==> src/rtl/tdm_pkg.sv <==
// ----------------------------------------------------------------------------
// tdm_pkg
// Shared definitions for the TDM receive demultiplexer.
//   state_t    : receive FSM encoding (WAIT_SYNC = 1'b0, RECV = 1'b1)
//   slot_width : width of the slot index for an N-slot frame (at least 1)
// ----------------------------------------------------------------------------
package tdm_pkg;

    typedef enum logic {
        WAIT_SYNC = 1'b0,
        RECV      = 1'b1
    } state_t;

    // Width needed to hold slot indices 0..n-1; never narrower than one bit.
    function automatic int slot_width(input int n);
        return (n > 2) ? $clog2(n) : 1;
    endfunction

endpackage : tdm_pkg

==> src/rtl/tdm_slot_cnt.sv <==
// ----------------------------------------------------------------------------
// tdm_slot_cnt
// Loadable modulo-N slot counter for the TDM receiver.
// Ports:
//   clk, rst_n : clock, synchronous active-low reset (slot -> 0)
//   clr        : force slot to 0 (frame complete)
//   load1      : force slot to 1 (sync beat captured as slot 0)
//   inc        : advance slot by one, wrapping at N-1
//   slot       : index of the next slot expected
//   last       : slot == N-1
// Priority: clr > load1 > inc.
// ----------------------------------------------------------------------------
module tdm_slot_cnt
    import tdm_pkg::*;
#(
    parameter int N  = 4,
    parameter int SW = slot_width(N)
) (
    input  logic          clk,
    input  logic          rst_n,
    input  logic          clr,
    input  logic          load1,
    input  logic          inc,
    output logic [SW-1:0] slot,
    output logic          last
);

    localparam logic [SW-1:0] LAST_IDX = SW'(N - 1);

    logic [SW-1:0] cnt;

    // NOTE: sequential state is updated with non-blocking assignments so every
    // register samples the pre-edge values of its neighbours.
    always_ff @(posedge clk) begin
        if (!rst_n) begin
            cnt <= '0;
        end else if (clr) begin
            cnt <= '0;
        end else if (load1) begin
            cnt <= SW'(1);
        end else if (inc) begin
            // Explicit wrap keeps non-power-of-two N inside 0..N-1.
            cnt <= (cnt == LAST_IDX) ? '0 : cnt + SW'(1);
        end
    end

    assign slot = cnt;
    assign last = (cnt == LAST_IDX);

endmodule : tdm_slot_cnt

==> src/rtl/tdm_demux_rx.sv <==
// ----------------------------------------------------------------------------
// tdm_demux_rx
// Receive end of a TDM link: collects N W-bit slots, framed by a sync pulse on
// slot 0, into a shadow buffer and publishes the whole frame atomically.
// Ports:
//   clk, rst_n : clock, synchronous active-low reset
//   sync       : start-of-frame marker (qualified by in_valid)
//   in_valid   : in_data carries a slot this cycle
//   in_data    : slot payload (W bits)
//   out_data   : published frame, lane k at [k*W +: W]; holds between publishes
//   out_valid  : one-cycle pulse when out_data is updated
//   slot       : index of the next slot expected
//   frame_err  : one-cycle pulse when sync arrives before the frame completed
// Optional (macro TDM_PARITY_EN):
//   in_par     : even parity over in_data, sampled with in_valid
//   par_err    : one-cycle pulse instead of out_valid when any beat of the
//                completed frame had bad parity; out_data is then unchanged
// ----------------------------------------------------------------------------
module tdm_demux_rx
    import tdm_pkg::*;
#(
    parameter int N  = 4,
    parameter int W  = 8,
    parameter int SW = slot_width(N)
) (
    input  logic           clk,
    input  logic           rst_n,
    input  logic           sync,
    input  logic           in_valid,
    input  logic [W-1:0]   in_data,
`ifdef TDM_PARITY_EN
    input  logic           in_par,
    output logic           par_err,
`endif
    output logic [N*W-1:0] out_data,
    output logic           out_valid,
    output logic [SW-1:0]  slot,
    output logic           frame_err
);

    state_t         state;
    logic [W-1:0]   shadow [N];
    logic [N*W-1:0] frame_next;
    logic           last;
    logic           cnt_clr;
    logic           cnt_load1;
    logic           cnt_inc;

    // A sync beat always restarts the frame, from either state.
    assign cnt_load1 = in_valid && sync;
    assign cnt_clr   = (state == RECV) && in_valid && !sync && last;
    assign cnt_inc   = (state == RECV) && in_valid && !sync && !last;

    tdm_slot_cnt #(.N(N), .SW(SW)) u_slot_cnt (
        .clk   (clk),
        .rst_n (rst_n),
        .clr   (cnt_clr),
        .load1 (cnt_load1),
        .inc   (cnt_inc),
        .slot  (slot),
        .last  (last)
    );

    // Completed frame: shadow lanes with the final beat merged into lane N-1,
    // so the publish happens on the same edge that samples the last slot.
    // NOTE: every always_comb output is given a full default first so no latch
    // can be inferred.
    always_comb begin
        frame_next = '0;
        for (int k = 0; k < N; k++) begin
            frame_next[k*W +: W] = shadow[k];
        end
        frame_next[(N-1)*W +: W] = in_data;
    end

`ifdef TDM_PARITY_EN
    logic par_flag;
    logic beat_bad;

    // Even parity: in_par must equal the XOR of the payload bits.
    assign beat_bad = in_par != (^in_data);
`endif

    always_ff @(posedge clk) begin
        if (!rst_n) begin
            state     <= WAIT_SYNC;
            out_data  <= '0;
            out_valid <= 1'b0;
            frame_err <= 1'b0;
            // NOTE: the shadow buffer is a small register array, not a RAM, so
            // clearing it on reset is cheap and keeps reset state fully defined.
            for (int k = 0; k < N; k++) begin
                shadow[k] <= '0;
            end
`ifdef TDM_PARITY_EN
            par_err   <= 1'b0;
            par_flag  <= 1'b0;
`endif
        end else begin
            out_valid <= 1'b0;
            frame_err <= 1'b0;
`ifdef TDM_PARITY_EN
            par_err   <= 1'b0;
`endif
            unique case (state)
                WAIT_SYNC: begin
                    // Beats without sync are dropped silently here.
                    if (in_valid && sync) begin
                        shadow[0] <= in_data;
                        state     <= RECV;
`ifdef TDM_PARITY_EN
                        par_flag  <= beat_bad;
`endif
                    end
                end

                RECV: begin
                    if (in_valid && sync) begin
                        // Short frame: drop it and resync on this beat.
                        frame_err <= 1'b1;
                        shadow[0] <= in_data;
`ifdef TDM_PARITY_EN
                        par_flag  <= beat_bad;
`endif
                    end else if (in_valid) begin
                        shadow[slot] <= in_data;
                        if (last) begin
                            state <= WAIT_SYNC;
`ifdef TDM_PARITY_EN
                            if (par_flag || beat_bad) begin
                                par_err <= 1'b1;
                            end else begin
                                out_data  <= frame_next;
                                out_valid <= 1'b1;
                            end
                            par_flag <= 1'b0;
`else
                            out_data  <= frame_next;
                            out_valid <= 1'b1;
`endif
                        end else begin
`ifdef TDM_PARITY_EN
                            par_flag <= par_flag || beat_bad;
`endif
                        end
                    end
                end

                default: state <= WAIT_SYNC;
            endcase
        end
    end

endmodule : tdm_demux_rx

==> config.mk <==
export PLATFORM = sky130hd
export DESIGN_NAME = tdm_demux_rx
export DESIGN_NICKNAME = d
export VERILOG_FILES = /design/src/rtl/tdm_pkg.sv /design/src/rtl/tdm_slot_cnt.sv /design/src/rtl/tdm_demux_rx.sv
export SDC_FILE = /design/constraint.sdc
export NUM_CORES = 1
export LEC_CHECK = 0
export ABC_AREA = 1
export BUFFER_PORTS_ARGS = -buffer_cell sky130_fd_sc_hd__buf_2
export CAP_MARGIN = 30
export CORE_UTILIZATION = 53
export DETAILED_ROUTE_END_ITERATION = 10
export GPL_ROUTABILITY_DRIVEN = 0
export PLACE_DENSITY = 0.78
export REMOVE_ABC_BUFFERS = 1
export SYNTH_ARGS = -nofsm -noshare
export SYNTH_HDL_FRONTEND = slang
export SYNTH_HIERARCHICAL = 1
export SYNTH_SLANG_ARGS = --single-unit
export TNS_END_PERCENT = 50
==> constraint.sdc <==
create_clock -name clk -period 1.76 [get_ports clk]
set_input_delay 0.176 -clock clk [delete_from_list [all_inputs] [get_ports clk]]
set_output_delay 0.176 -clock clk [all_outputs]
set_load 0.01 [all_outputs]
Yosys cells after proc, flatten, opt, wreduce, memory -nomap -nowiden
Memories as Yosys holds them, arrays and structs flattened. A register that Yosys moved wholly into a read port is not among the register bits.
Index checks and enable logic that the tools add are counted.
{"block": "totals", "elab_cells": 57, "in_bits": 12, "register_bits": 37, "mem_bits_rw": 32, "memories": 1, "out_inout_bits": 36}
{"block": "classes", "addsub": 1, "bitwise_logic": 6, "eq_ne": 1, "mux": 26, "n_reduce_logical": 16}
{"name": "shadow", "words": 4, "width": 8, "read_ports": 3, "rd_clocked_by_memory_dff": 3, "write_ports": 4, "line": "tdm_demux_rx.sv:42", "source": "logic [W-1:0] shadow [N];"}
{"operator": "$mux 8", "n": 3}
{"operator": "$mux 1", "n": 20}
{"operator": "$reduce_or 8->1", "n": 1}
{"operator": "$logic_and 1x1->1", "n": 5}
{"operator": "$logic_not 1->1", "n": 5}
{"operator": "$mux 2", "n": 2}
{"operator": "$not 1->1", "n": 4}
{"operator": "$reduce_and 4->1", "n": 1}
{"operator": "$reduce_or 4->1", "n": 1}
{"operator": "$reduce_or 3->1", "n": 1}
{"operator": "$add 2x1->2 const B", "n": 1}
{"operator": "$eq 2x2->1 const B", "n": 1}
{"operator": "$or 1x1->1", "n": 2}
{"operator": "$pmux 1 s2", "n": 1}
{"operator": "$reduce_bool 2->1", "n": 1}
{"operator": "$reduce_or 2->1", "n": 1}

Depth between registers and ports, before layout
Gate-level depths: netlist of the first run.
{"block": "logic_depth", "word_depth": 8, "depth_mapped": 9, "ltp_nobuf": 8}

By module
The synthesis of the first run kept the hierarchy.
{"module": "tdm_demux_rx", "area_each_um2": 2228.4, "seq_area_each_um2": 1421.4, "cells_each": 230, "n_inst": 1}
{"module": "tdm_slot_cnt", "area_each_um2": 111.4, "seq_area_each_um2": 40.0, "cells_each": 18, "n_inst": 1}

Worst setup path before layout of the first run
OpenSTA, ideal clock, no wires.
{"block": "synth_timing", "path_type": "register to register", "startpoint": "register u_slot_cnt.cnt[0] (netlist: u_slot_cnt/slot[0])", "endpoint": "register u_slot_cnt.cnt[1] (netlist: u_slot_cnt/slot[1])", "period_less_slack_ns": 1.407, "path_buffers": 1, "setup_slack_ns": 0.353, "required_time_ns": 1.644, "stages_incl_launch_ff": 10, "arrival_ns": 1.291, "setup_time_ns": 0.116, "cell_sequence": "dfxtp_1 > ha_1 > nand2_1 > inv_1 > nand2_4 > inv_6 > buf_6 > inv_1 > nand3_1 > a21oi_1"}
{"block": "synth_via", "elab_chain_cells": 3, "word_cells_on_any_way": 7, "classes_between": "add/sub: 1; eq/ne: 1; mux: 1; reduce/logical: 4"}
{"item": "start: declaration", "line": "tdm_slot_cnt.sv:30", "source": "logic [SW-1:0] cnt;"}
{"item": "start signal: assignment", "line": "tdm_slot_cnt.sv:43", "source": "cnt <= (cnt == LAST_IDX) ? '0 : cnt + SW'(1);"}
{"item": "$eq 2x2->1", "line": "tdm_slot_cnt.sv:48", "source": "assign last = (cnt == LAST_IDX);"}
{"item": "named net last", "line": "tdm_demux_rx.sv:44", "source": "logic last;"}
{"item": "$logic_and 1x1->1", "line": "tdm_demux_rx.sv:51", "source": "assign cnt_clr = (state == RECV) && in_valid && !sync && last;"}
{"item": "named net cnt_clr", "line": "tdm_demux_rx.sv:45", "source": "logic cnt_clr;"}
{"item": "$reduce_or 3->1 (no line)"}
The timed path passes the listed nets, and every way through them passes these cells.
A chain may end at the register's enable or synchronous reset.

Worst setup path after layout of the first run
{"block": "layout_timing", "startpoint": "register u_slot_cnt.cnt[1] (netlist: u_slot_cnt/slot[1])", "endpoint": "register out_data[2], read port of shadow"}
{"block": "layout_via", "elab_chain_cells": 2}
{"item": "$eq 2x2->1", "line": "tdm_slot_cnt.sv:48"}
{"item": "named net last", "line": "tdm_demux_rx.sv:44"}
{"item": "$reduce_and 4->1 (no line)"}
{"item": "end: declaration", "line": "tdm_demux_rx.sv:35", "source": "output logic [N*W-1:0] out_data,"}
The timed path passes the listed nets, and every way through them passes these cells.

==> results.md, run 1 <==
* Hold violation total from the final report at 0
* Netlist cell types at 23
* Final-stage net count at 312
* Synth warnings at 30
* Worst Max-Slew Pin Slew at 0.3378 ns
* Simple-gate share of the synthesized area at 22.94%
* Most frequent cells in the layout: nor2_1, buf_2, dfxtp_1
* Main combinational cell family by area after synthesis: simple AND/OR/NAND/NOR gates
* Synth Area in Compound Gates at 7.433%
* Synthesized instance count at 248
* Clk pin slew, worst setup/hold paths at 0.06 ns
* Gr usage total at 21.39%
* Post-synthesis mux area share at 0%
* Max-cap viol count at 0
* Slowest cell on the critical path: dfxtp_2
* Cell Count, Final, Fillers Out at 354
* Avg Inst Size Synth at 9.434 um2
* Static leakage at 1.270 nW
* Final worst path period share at 87.35%
* WP buf/inv at 2
* CP Launch Type: flip-flop
* Crit Path Category: flip-flop to flip-flop
* Clock Latency Late Sink at 0.33 ns
* Worst hold slack at 0.1256 ns
* Via-to-Cell Ratio at 4.890
* Max Buffers Root-to-Sink at 2
* Post-Route Utilization at 67.95%
* CTS tree: done
* Routed Antenna Nets at 0
* Finished Cell Area at 2796 um2
* Port bufs at 47
* Crit-path cells: ha_1 > nand2_1 > inv_1 > nand2_4 > buf_4 > o21ai_0 > nor2_1
* Std-Cell Core Area at 4115 um2
* Fin crit period at 1.537 ns
* Starting Density at 56.86%
* Fill count at 344
* Placed Cells at 338
* Via count at 1731
* WL per Instance at 12.20 um
* Worst rel slew slack at 77.43%
* Status: finished clean
* Vias in the first global route at 1535
* DRT iter0 DRCs at 74
* # rows at 23
* Setup skew after layout at 0.007505 ns
* Global-route wire length before repair at 6865 um
* Post-synthesis sequential area ratio at 62.46%
* Arr. time, crit path at 1.75 ns
* DRT Wirelength at 4319 um
* Grt ovf at 0
* Setup Fix Bufs, Post-CTS at 0
* Hold_buf cts at 0
* Family with the most delay on the worst path: flip-flops
* Hold Crit Class: primary input to flip-flop
* #FFs+latches synth at 61
* Final setup TNS at 0 ns
* Cell Area, Synth at 2340 um2
* Final setup margin at 0.2227 ns
* XOR/XNOR Fraction of Synth Area at 0%
* Pre-CTS WS at 0.1208 ns
* CP Capture Type: flip-flop
* CP required at 1.98 ns
* DRC at 0
* DP Area at 2589 um2
* Die Y at 68.44 um
* Final HPWL DP at 2968 um
* Crit path max fanout at 18
* Max-slew violations at 0
* Resized cells post-CTS at 0
* Largest stage delay, worst path at 0.40 ns
* Die footprint at 4684 um2
* Post-synth EDFFs at 24
* Share of cells above drive strength 1 at 25.66%
* Die span in x at 68.44 um
* Top_reg_cell synth: dfxtp_1
* Post-Synth Adder-Cell Area at 0.5348%
* Clk sinks at 61
* Total Power at 2.864 mW
* CTS Buf Count at 9
* Diode count at 0
* Largest net degree at the start of global routing at 34
* Layout overhead on the synthesized area at 19.52%
* First-pass iteration count of the detailed router at 4
* Initial antenna violation count at 0
* Root Driver: clkbuf_8
* Power per cell area at 1024 nW/um2
* RSZ-0062 raised after global routing: no
* Max H-tree Level at 3
* IO Pins at 48
* Most common cell after layout, fill and taps aside: nor2_1
* Synth async-reset ratio at 0%
* Final setup violation count at 0
* Peak Freq at 650.5 MHz
* VDD IR max at 0.4664 mV
==> routing by layer <==
layer	wire (um)	GRT usage [%]
met5	0	0
met4	81	14.06
met3	161	5.500
met2	2074	34.07
met1	2002	25.37
==> kinds of logic after synthesis <==
family,count (synthesis)
AO/OA/AOI/OAI,34
adder cells (fa/ha/maj),1
buffers and inverters,31
flip-flops,61
AND/OR/NAND/NOR,121
==> report_power, final <==
part / leakage (nW) / switching, mW / total (mW) / internal (mW)
registers: 0.548 / 0.0107 / 1.51 / 1.50
clock network: 0.109 / 0.515 / 1.23 / 0.714
logic: 0.612 / 0.0866 / 0.125 / 0.0382
total: 1.27 / 0.612 / 2.86 / 2.25
==> sequential cells by signal (all words and copies together), names as in the netlist <==
| signal | flops |
|---|---|
| out_data | 32 |
| shadow | 24 |
| u_slot_cnt/slot | 2 |
| frame_err | 1 |
| out_valid | 1 |
| state | 1 |
==> final timing paths <==
check	depth (start not counted)	slack, ns	startpoint	to
min	3	0.13	in_data[0]	out_data[24]
max reg2reg	7	0.22	u_slot_cnt/slot[1]	out_data[2]
min reg2reg	2	0.48	out_data[18]	out_data[18]
max	7	0.22	u_slot_cnt/slot[1]	out_data[2]
==> worst min-delay path: stages <==
cell     delay (ns)
buf_2          0.09
o21ai_0        0.08
nor2_1         0.08
==> Yosys cell counts, types with 2 or more instances <==
cell type  instances  area (um2)
edfxtp_1          24       720.7
nand3_1            2       10.01
clkbuf_2           2       10.01
nand2_1           16       60.06
inv_1             19       71.32
o21ai_0           32       160.2
nand3_4            2       35.03
buf_6              4       45.04
clkbuf_1           3       11.26
nand2_2            2       12.51
dfxtp_1           37       740.7
nor2_1            93       349.1
nor2_4             2       22.52
==> final cells by class <==
type | count | area, um2 | share of cell area, %
timing repair buffer | 50 | 257.7 | 9.217
multi-input combinational | 156 | 723.2 | 25.86
tap | 50 | 62.56 | 2.237
sequential | 61 | 1463 | 52.30
clock inverter | 3 | 15.01 | 0.5369
clock buffer | 13 | 191.4 | 6.846
inverter | 21 | 83.83 | 2.998
(Power assumes the default switching activity.)
==> inputs of run 2 (changes only) <==
==> constraint.sdc (replaced) <==
create_clock -name clk -period 1.76 [get_ports clk]
set_input_delay 0.088 -clock clk [delete_from_list [all_inputs] [get_ports clk]]
set_output_delay 0.088 -clock clk [all_outputs]
set_load 0.01 [all_outputs]
==> run 2 against run 1 <==
Compared with the run above:
- clock-buffer cell count unchanged
- sequential share of layout area increased by 0.21 points
- maximum frequency increased by 2.5%
- power decreased by 1.8%
- utilization decreased by 0.27 points
- critical path type unchanged
- critical endpoint is now u_slot_cnt/slot[1]
- highest routed layer unchanged
==> results.md, run 2 (synthesized netlist as in run 1, its figures left out) <==
* Worst Hold Path Cells at 3 (unchanged)
* CP Launch Type: flip-flop (unchanged)
* Max FFs per register at 32 (unchanged)
* DRC at 0 (unchanged)
* Clk pin slew, worst setup/hold paths at 0.07 ns (was 0.06 ns)
* Family with the most delay on the worst path: buffers and inverters (was flip-flops)
* Most common cell after layout, fill and taps aside: nor2_1 (unchanged)
* DRT Wirelength at 4228 um (was 4319 um)
* RSZ-0062 raised after global routing: no (unchanged)
* Max H-tree Level at 3 (unchanged)
* Global-route wire length before repair at 6879 um (was 6865 um)
* Arr. time, crit path at 1.72 ns (was 1.75 ns)
* Diode count at 0 (unchanged)
* Flop2flop setup slack at 0.26 ns (was 0.22 ns)
* FF-to-FF Start: u_slot_cnt/slot[1] (unchanged)
* IO Pins at 48 (unchanged)
* Clk sinks at 61 (unchanged)
* Largest stage delay, worst path at 0.41 ns (was 0.40 ns)
* Final-stage net count at 312 (unchanged)
* Pre-CTS WS at 0.1410 ns (was 0.1208 ns)
* Switching share of power at 21.84% (was 21.37%)
* CTS Buf Count at 9 (unchanged)
* Status: finished clean (unchanged)
* CP required at 1.98 ns (about the same)
* Die footprint at 4684 um2 (unchanged)
* Max Buffers Root-to-Sink at 2 (unchanged)
* Final setup TNS at 0 ns (unchanged)
* Final worst path period share at 85.23% (was 87.35%)
* CP Capture Type: flip-flop (unchanged)
* Final setup margin at 0.2600 ns (was 0.2227 ns)
* Combinational power share at 4.4% (about the same)
* Vias in the first global route at 1549 (was 1535)
* Crit path max fanout at 33 (was 18)
* Min-delay src: in_data[3] (was in_data[0])
* Worst rel slew slack at 77.48% (was 77.43%)
* Starting Density at 56.86% (unchanged)
* Crit-path cells: ha_1 > nand2_1 > inv_1 > nand2_4 > inv_6 > inv_1 > nand3_1 > a21oi_1 (was ha_1 > nand2_1 > inv_1 > nand2_4 > buf_4 > o21ai_0 > nor2_1)
* Sequential share of power at 53.6% (was 52.7%)
* Hold Crit Class: primary input to flip-flop (unchanged)
* Critical Path Most Common Cell: inv_1
* Routed Antenna Nets at 0 (unchanged)
* VDD IR max at 0.5090 mV (was 0.4664 mV)
* Port bufs at 47 (unchanged)
* DRT iter0 DRCs at 119 (was 74)
* WP buf/inv at 3 (was 2)
* Net Switching at 0.6144 mW (was 0.6120 mW)
* Hold violation total from the final report at 0 (unchanged)
* # rows at 23 (unchanged)
* Initial antenna violation count at 0 (unchanged)
* Die span in x at 68.44 um (unchanged)
* Std-Cell Core Area at 4115 um2 (unchanged)
* First-pass iteration count of the detailed router at 4 (unchanged)
* Power per cell area at 1010 nW/um2 (was 1024 nW/um2)
* Critical Path Start: u_slot_cnt/slot[1] (unchanged)
* Cell Count, Final, Fillers Out at 354 (unchanged)
* Most frequent cells in the layout: nor2_1, buf_2, dfxtp_1 (unchanged)
* Via-to-Cell Ratio at 4.924 (was 4.890)
* Via count at 1743 (was 1731)
* Max-slew violations at 0 (unchanged)
* Pint at 2.198 mW (was 2.252 mW)
* Grt ovf at 0 (unchanged)
* Root Driver: clkbuf_8 (unchanged)
* Total Power at 2.813 mW (was 2.864 mW)
* R2R depth at 8 (was 7)
* Die Y at 68.44 um (unchanged)
* Worst reg2reg path endpoint: u_slot_cnt/slot[1] (was out_data[2])
* Final HPWL DP at 2914 um (was 2968 um)
* Final setup violation count at 0 (unchanged)
* Max-cap viol count at 0 (unchanged)
* Largest net degree at the start of global routing at 36 (was 34)
* Peak Freq at 666.7 MHz (was 650.5 MHz)
* Slowest cell on the critical path: dfxtp_2 (unchanged)
* Setup skew after layout at 0.006269 ns (was 0.007505 ns)
* Worst Max-Slew Pin Slew at 0.3369 ns (was 0.3378 ns)
* Largest register by flop count: out_data (unchanged)
* Gr usage total at 20.99% (was 21.39%)
* Share of cells above drive strength 1 at 25.99% (was 25.66%)
* Layout overhead on the synthesized area at 19.04% (was 19.52%)
* Crit Path Category: flip-flop to flip-flop (unchanged)
* WL per Instance at 11.94 um (was 12.20 um)
* CTS tree: done (unchanged)
* Fin crit period at 1.500 ns (was 1.537 ns)
* Placed Cells at 338 (unchanged)
* Hold path endpoint: out_data[27] (was out_data[24])
* Static leakage at 1.266 nW (was 1.270 nW)
* Clock Latency Late Sink at 0.33 ns (about the same)
* Clock share of power at 41.9% (was 42.9%)
==> run 2: changes by cell type in the layout (fill, tap and decap cells not counted), sizes merged <==
cell / change
inv: +1
clkinv: -1
==> run 2: layer usage <==
| metal | GRT usage (%) | up-vias | routed length (um) |
|---|---|---|---|
| met3 | 6.667 | 6 | 249 |
| met4 | 10.16 | 0 | 59 |
| li1 | - | 889 | - |
| met1 | 23.82 | 790 | 1867 |
| met2 | 35.42 | 58 | 2052 |
| met5 | 0 | - | 0 |
==> run 2: worst min-delay path, cell delays in order <==
cell and delay (ns):
buf_2 0.08, o21ai_0 0.08, nor2_1 0.08
==> run 2: power by group through the flow <==
stage	Combinational, mW	Clock (mW)	Sequential [mW]
CTS	0.125	1.19	1.51
detailed placement	0.125	0	1.54
global route	0.142	1.25	1.51
global placement	0.122	0	1.54
floorplan	0.0685	0	1.54
finish	0.124	1.18	1.51
==> run 2: metrics by stage <==
| stage | hold slack, ns | utilization, % | area, um2 |
|---|---|---|---|
| 2_1_floorplan | 0.2143 | - | 2268 |
| 3_3_place_gp | 0.3693 | 62.91 | 2589 |
| 3_5_place_dp | 0.3700 | 62.91 | 2589 |
| 4_1_cts | 0.02272 | 67.65 | 2784 |
| 5_1_grt | 0.04503 | 67.68 | 2785 |
| 6_report | 0.03474 | 67.68 | 2785 |
==> run 2: final cells by class <==
class | count | area (um2)
tap | 50 | 62.56
fill | 332 | 1330
clock buffer | 13 | 178.9
multi-input combinational | 156 | 723.2
inverter | 21 | 83.83
sequential | 61 | 1463
clock inverter | 3 | 16.27
timing repair buffer | 50 | 257.7
==> run 2: worst max-delay path by stage <==
stage	depth (start not counted)	slack (ns)	to
global placement	8	0.25	u_slot_cnt/slot[1]
detailed placement	8	0.14	u_slot_cnt/slot[1]
CTS	8	0.13	u_slot_cnt/slot[1]
global route	7	0.09	out_data[0]
floorplan	8	0.26	u_slot_cnt/slot[1]
finish	8	0.26	u_slot_cnt/slot[1]
==> run 2: repair_timing <==
action,in CTS,in global routing
hold buffers,0,0
gates resized for setup,0,1
buffers inserted,0,0
endpoints found under the setup margin,0,4
endpoints found under the hold margin,0,0
==> inputs of run 3 (changes only) <==
Settings changed: CORE_UTILIZATION 53 to 45, PLACE_DENSITY 0.78 to 0.7.
Clock period 1.76 ns to 1.2 ns, I/O delays scaled along.
==> run 3 against run 2 <==
Compared with the run above:
- the run now ends with setup timing left
- power up 43%
- design area up 16%
- sequential power up 47%
- critical path type unchanged
==> results.md, run 3 (synthesized netlist as in run 1, its figures left out) <==
* Clk pin slew, worst setup/hold paths at 0.06 ns (was 0.07 ns)
* Post-Route Utilization at 66.92% (was 67.68%)
* First-pass iteration count of the detailed router at 4 (unchanged)
* Cell Count, Final, Fillers Out at 399 (was 354)
* Max Buffers Root-to-Sink at 2 (unchanged)
* Die footprint at 5492 um2 (was 4684 um2)
* Port bufs at 47 (unchanged)
* R2R depth at 7 (was 8)
* Layout overhead on the synthesized area at 38.66% (was 19.04%)
* Vias in the first global route at 1723 (was 1549)
* DRC at 0 (unchanged)
* # rows at 25 (was 23)
* Die span in x at 74.11 um (was 68.44 um)
* DP Area at 2808 um2 (was 2589 um2)
* Worst Max-Slew Pin Slew at 0.3225 ns (was 0.3369 ns)
* Worst rel slew slack at 78.50% (was 77.48%)
* RSZ-0062 raised after global routing: yes (was no)
* Die Y at 74.11 um (was 68.44 um)
* IO Pins at 48 (unchanged)
* Largest register by flop count: out_data (unchanged)
* Std-Cell Core Area at 4848 um2 (was 4115 um2)
* CTS tree: done (unchanged)
* Max-cap viol count at 0 (unchanged)
* Root Driver: clkbuf_8 (unchanged)
* Hold violation total from the final report at 0 (unchanged)
* Peak Freq at 804.9 MHz (was 666.7 MHz)
* Most frequent cells in the layout: nor2_1, buf_2, dfxtp_1 (unchanged)
* WL per Instance at 12.54 um (was 11.94 um)
* Worst Hold Path Cells at 4 (was 3)
* Starting Density at 48.26% (was 56.86%)
* Final HPWL DP at 3207 um (was 2914 um)
* Setup skew after layout at 0.008701 ns (was 0.006269 ns)
* Failing checks: setup timing
* DRT iter0 DRCs at 77 (was 119)
* Crit path max fanout at 15 (was 33)
* DRT Wirelength at 5005 um (was 4228 um)
* Final setup margin at -0.04238 ns (was 0.2600 ns)
* Most common cell after layout, fill and taps aside: nor2_1 (unchanged)
* Arr. time, crit path at 1.46 ns (was 1.72 ns)
* Share of cells above drive strength 1 at 39.46% (was 25.99%)
* Routed Antenna Nets at 0 (unchanged)
* CP required at 1.42 ns (was 1.98 ns)
* Fin crit period at 1.242 ns (was 1.500 ns)
* Diode count at 0 (unchanged)
* Final-stage net count at 340 (was 312)
* Initial antenna violation count at 0 (unchanged)
* Clock Latency Late Sink at 0.33 ns (about the same)
* Clk sinks at 61 (unchanged)
* Final worst path period share at 103.5% (was 85.23%)
* Max H-tree Level at 3 (unchanged)
* Status: complete, but fails checks (was finished clean)
* Static leakage at 1.454 nW (was 1.266 nW)
* CTS Buf Count at 9 (unchanged)
* Grt ovf at 0 (unchanged)
* Final setup violation count at 1 (was 0)
* Via count at 1840 (was 1743)
* Hold Crit Class: primary input to flip-flop (unchanged)
* Finished Cell Area at 3244 um2 (was 2785 um2)
* VDD IR max at 0.6939 mV (was 0.5090 mV)
* Gr usage total at 19.27% (was 20.99%)
* Crit Path Category: flip-flop to flip-flop (unchanged)
* Power per cell area at 1238 nW/um2 (was 1010 nW/um2)
* Global-route wire length before repair at 7603 um (was 6879 um)
* CP Launch Type: flip-flop (unchanged)
* Max-slew violations at 0 (unchanged)
* Largest net degree at the start of global routing at 29 (was 36)
* Max FFs per register at 32 (unchanged)
* Placed Cells at 373 (was 338)
* CP Capture Type: flip-flop (unchanged)
* Via-to-Cell Ratio at 4.612 (was 4.924)
run 3: cell count changes in the layout (fill, tap and decap cells not counted), sizes merged:
cell	change
buf	+18
dlygate4sd3	+8
clkbuf	+3
inv	-1
run 3: final cells by class:
type	instances	area [um2]
multi-input combinational	156	855.8
fill	398	1604
clock inverter	2	10.01
clock buffer	14	152.6
sequential	61	1468
timing repair buffer	78	588.1
tap	67	83.83
inverter	21	86.33
run 3: worst paths after layout:
| kind | slack, ns | end | start |
|---|---|---|---|
| max | -0.04 | out_data[9] | u_slot_cnt/slot[0] |
| min | 0.08 | state | in_valid |
| max reg2reg | -0.04 | out_data[9] | u_slot_cnt/slot[0] |
| min reg2reg | 0.48 | out_data[20] | shadow[2][4] |
run 3: power breakdown:
part / switching [mW] / internal, mW / leakage, nW
logic: 0.150 / 0.114 / 0.821
clock network: 0.730 / 0.802 / 0.0844
registers: 0.0217 / 2.20 / 0.549
run 3: repair_timing:
item | 4_1_cts | 5_1_grt
setup buffers | 0 | 0
setup endpoints to repair | 66 | 67
pin swaps | 2 | 13
endpoints found under the hold margin | 8 | 0
gates resized for setup | 39 | 41
gates cloned | 0 | 3
hold buffers | 8 | 0
run 3: metal layers:
layer	vias to the layer above	GRT usage, %	share of wire [%]
li1	953	-	-
met1	825	22.26	46
met2	50	31.31	48
met3	12	6.640	3.9
met4	0	10.90	2.6
met5	-	0	0
run 3: metrics by stage:
| step | power, mW | setup WS [ns] | setup TNS, ns | hold slack, ns |
|---|---|---|---|---|
| detailed placement | 2.485 | -0.1395 | -2.816 | 0.3413 |
| CTS | 4.044 | -0.008509 | -0.01544 | 0.05014 |
| floorplan | 2.360 | -0.2980 | -8.673 | 0.1863 |
| global route | 4.169 | -0.1112 | -2.402 | 0.08231 |
| global placement | 2.479 | -0.03664 | -0.6078 | 0.3307 |
| finish | 4.017 | -0.04238 | -0.04238 | 0.07532 |
run 3: worst max-delay path, cell delays in order, from the launching register on:
cell	delay, ns
dfxtp_2	0.35
ha_4	0.17
nand2_2	0.06
inv_2	0.06
nand2_4	0.09
buf_12	0.16
o21ai_1	0.17
nor2_1	0.07
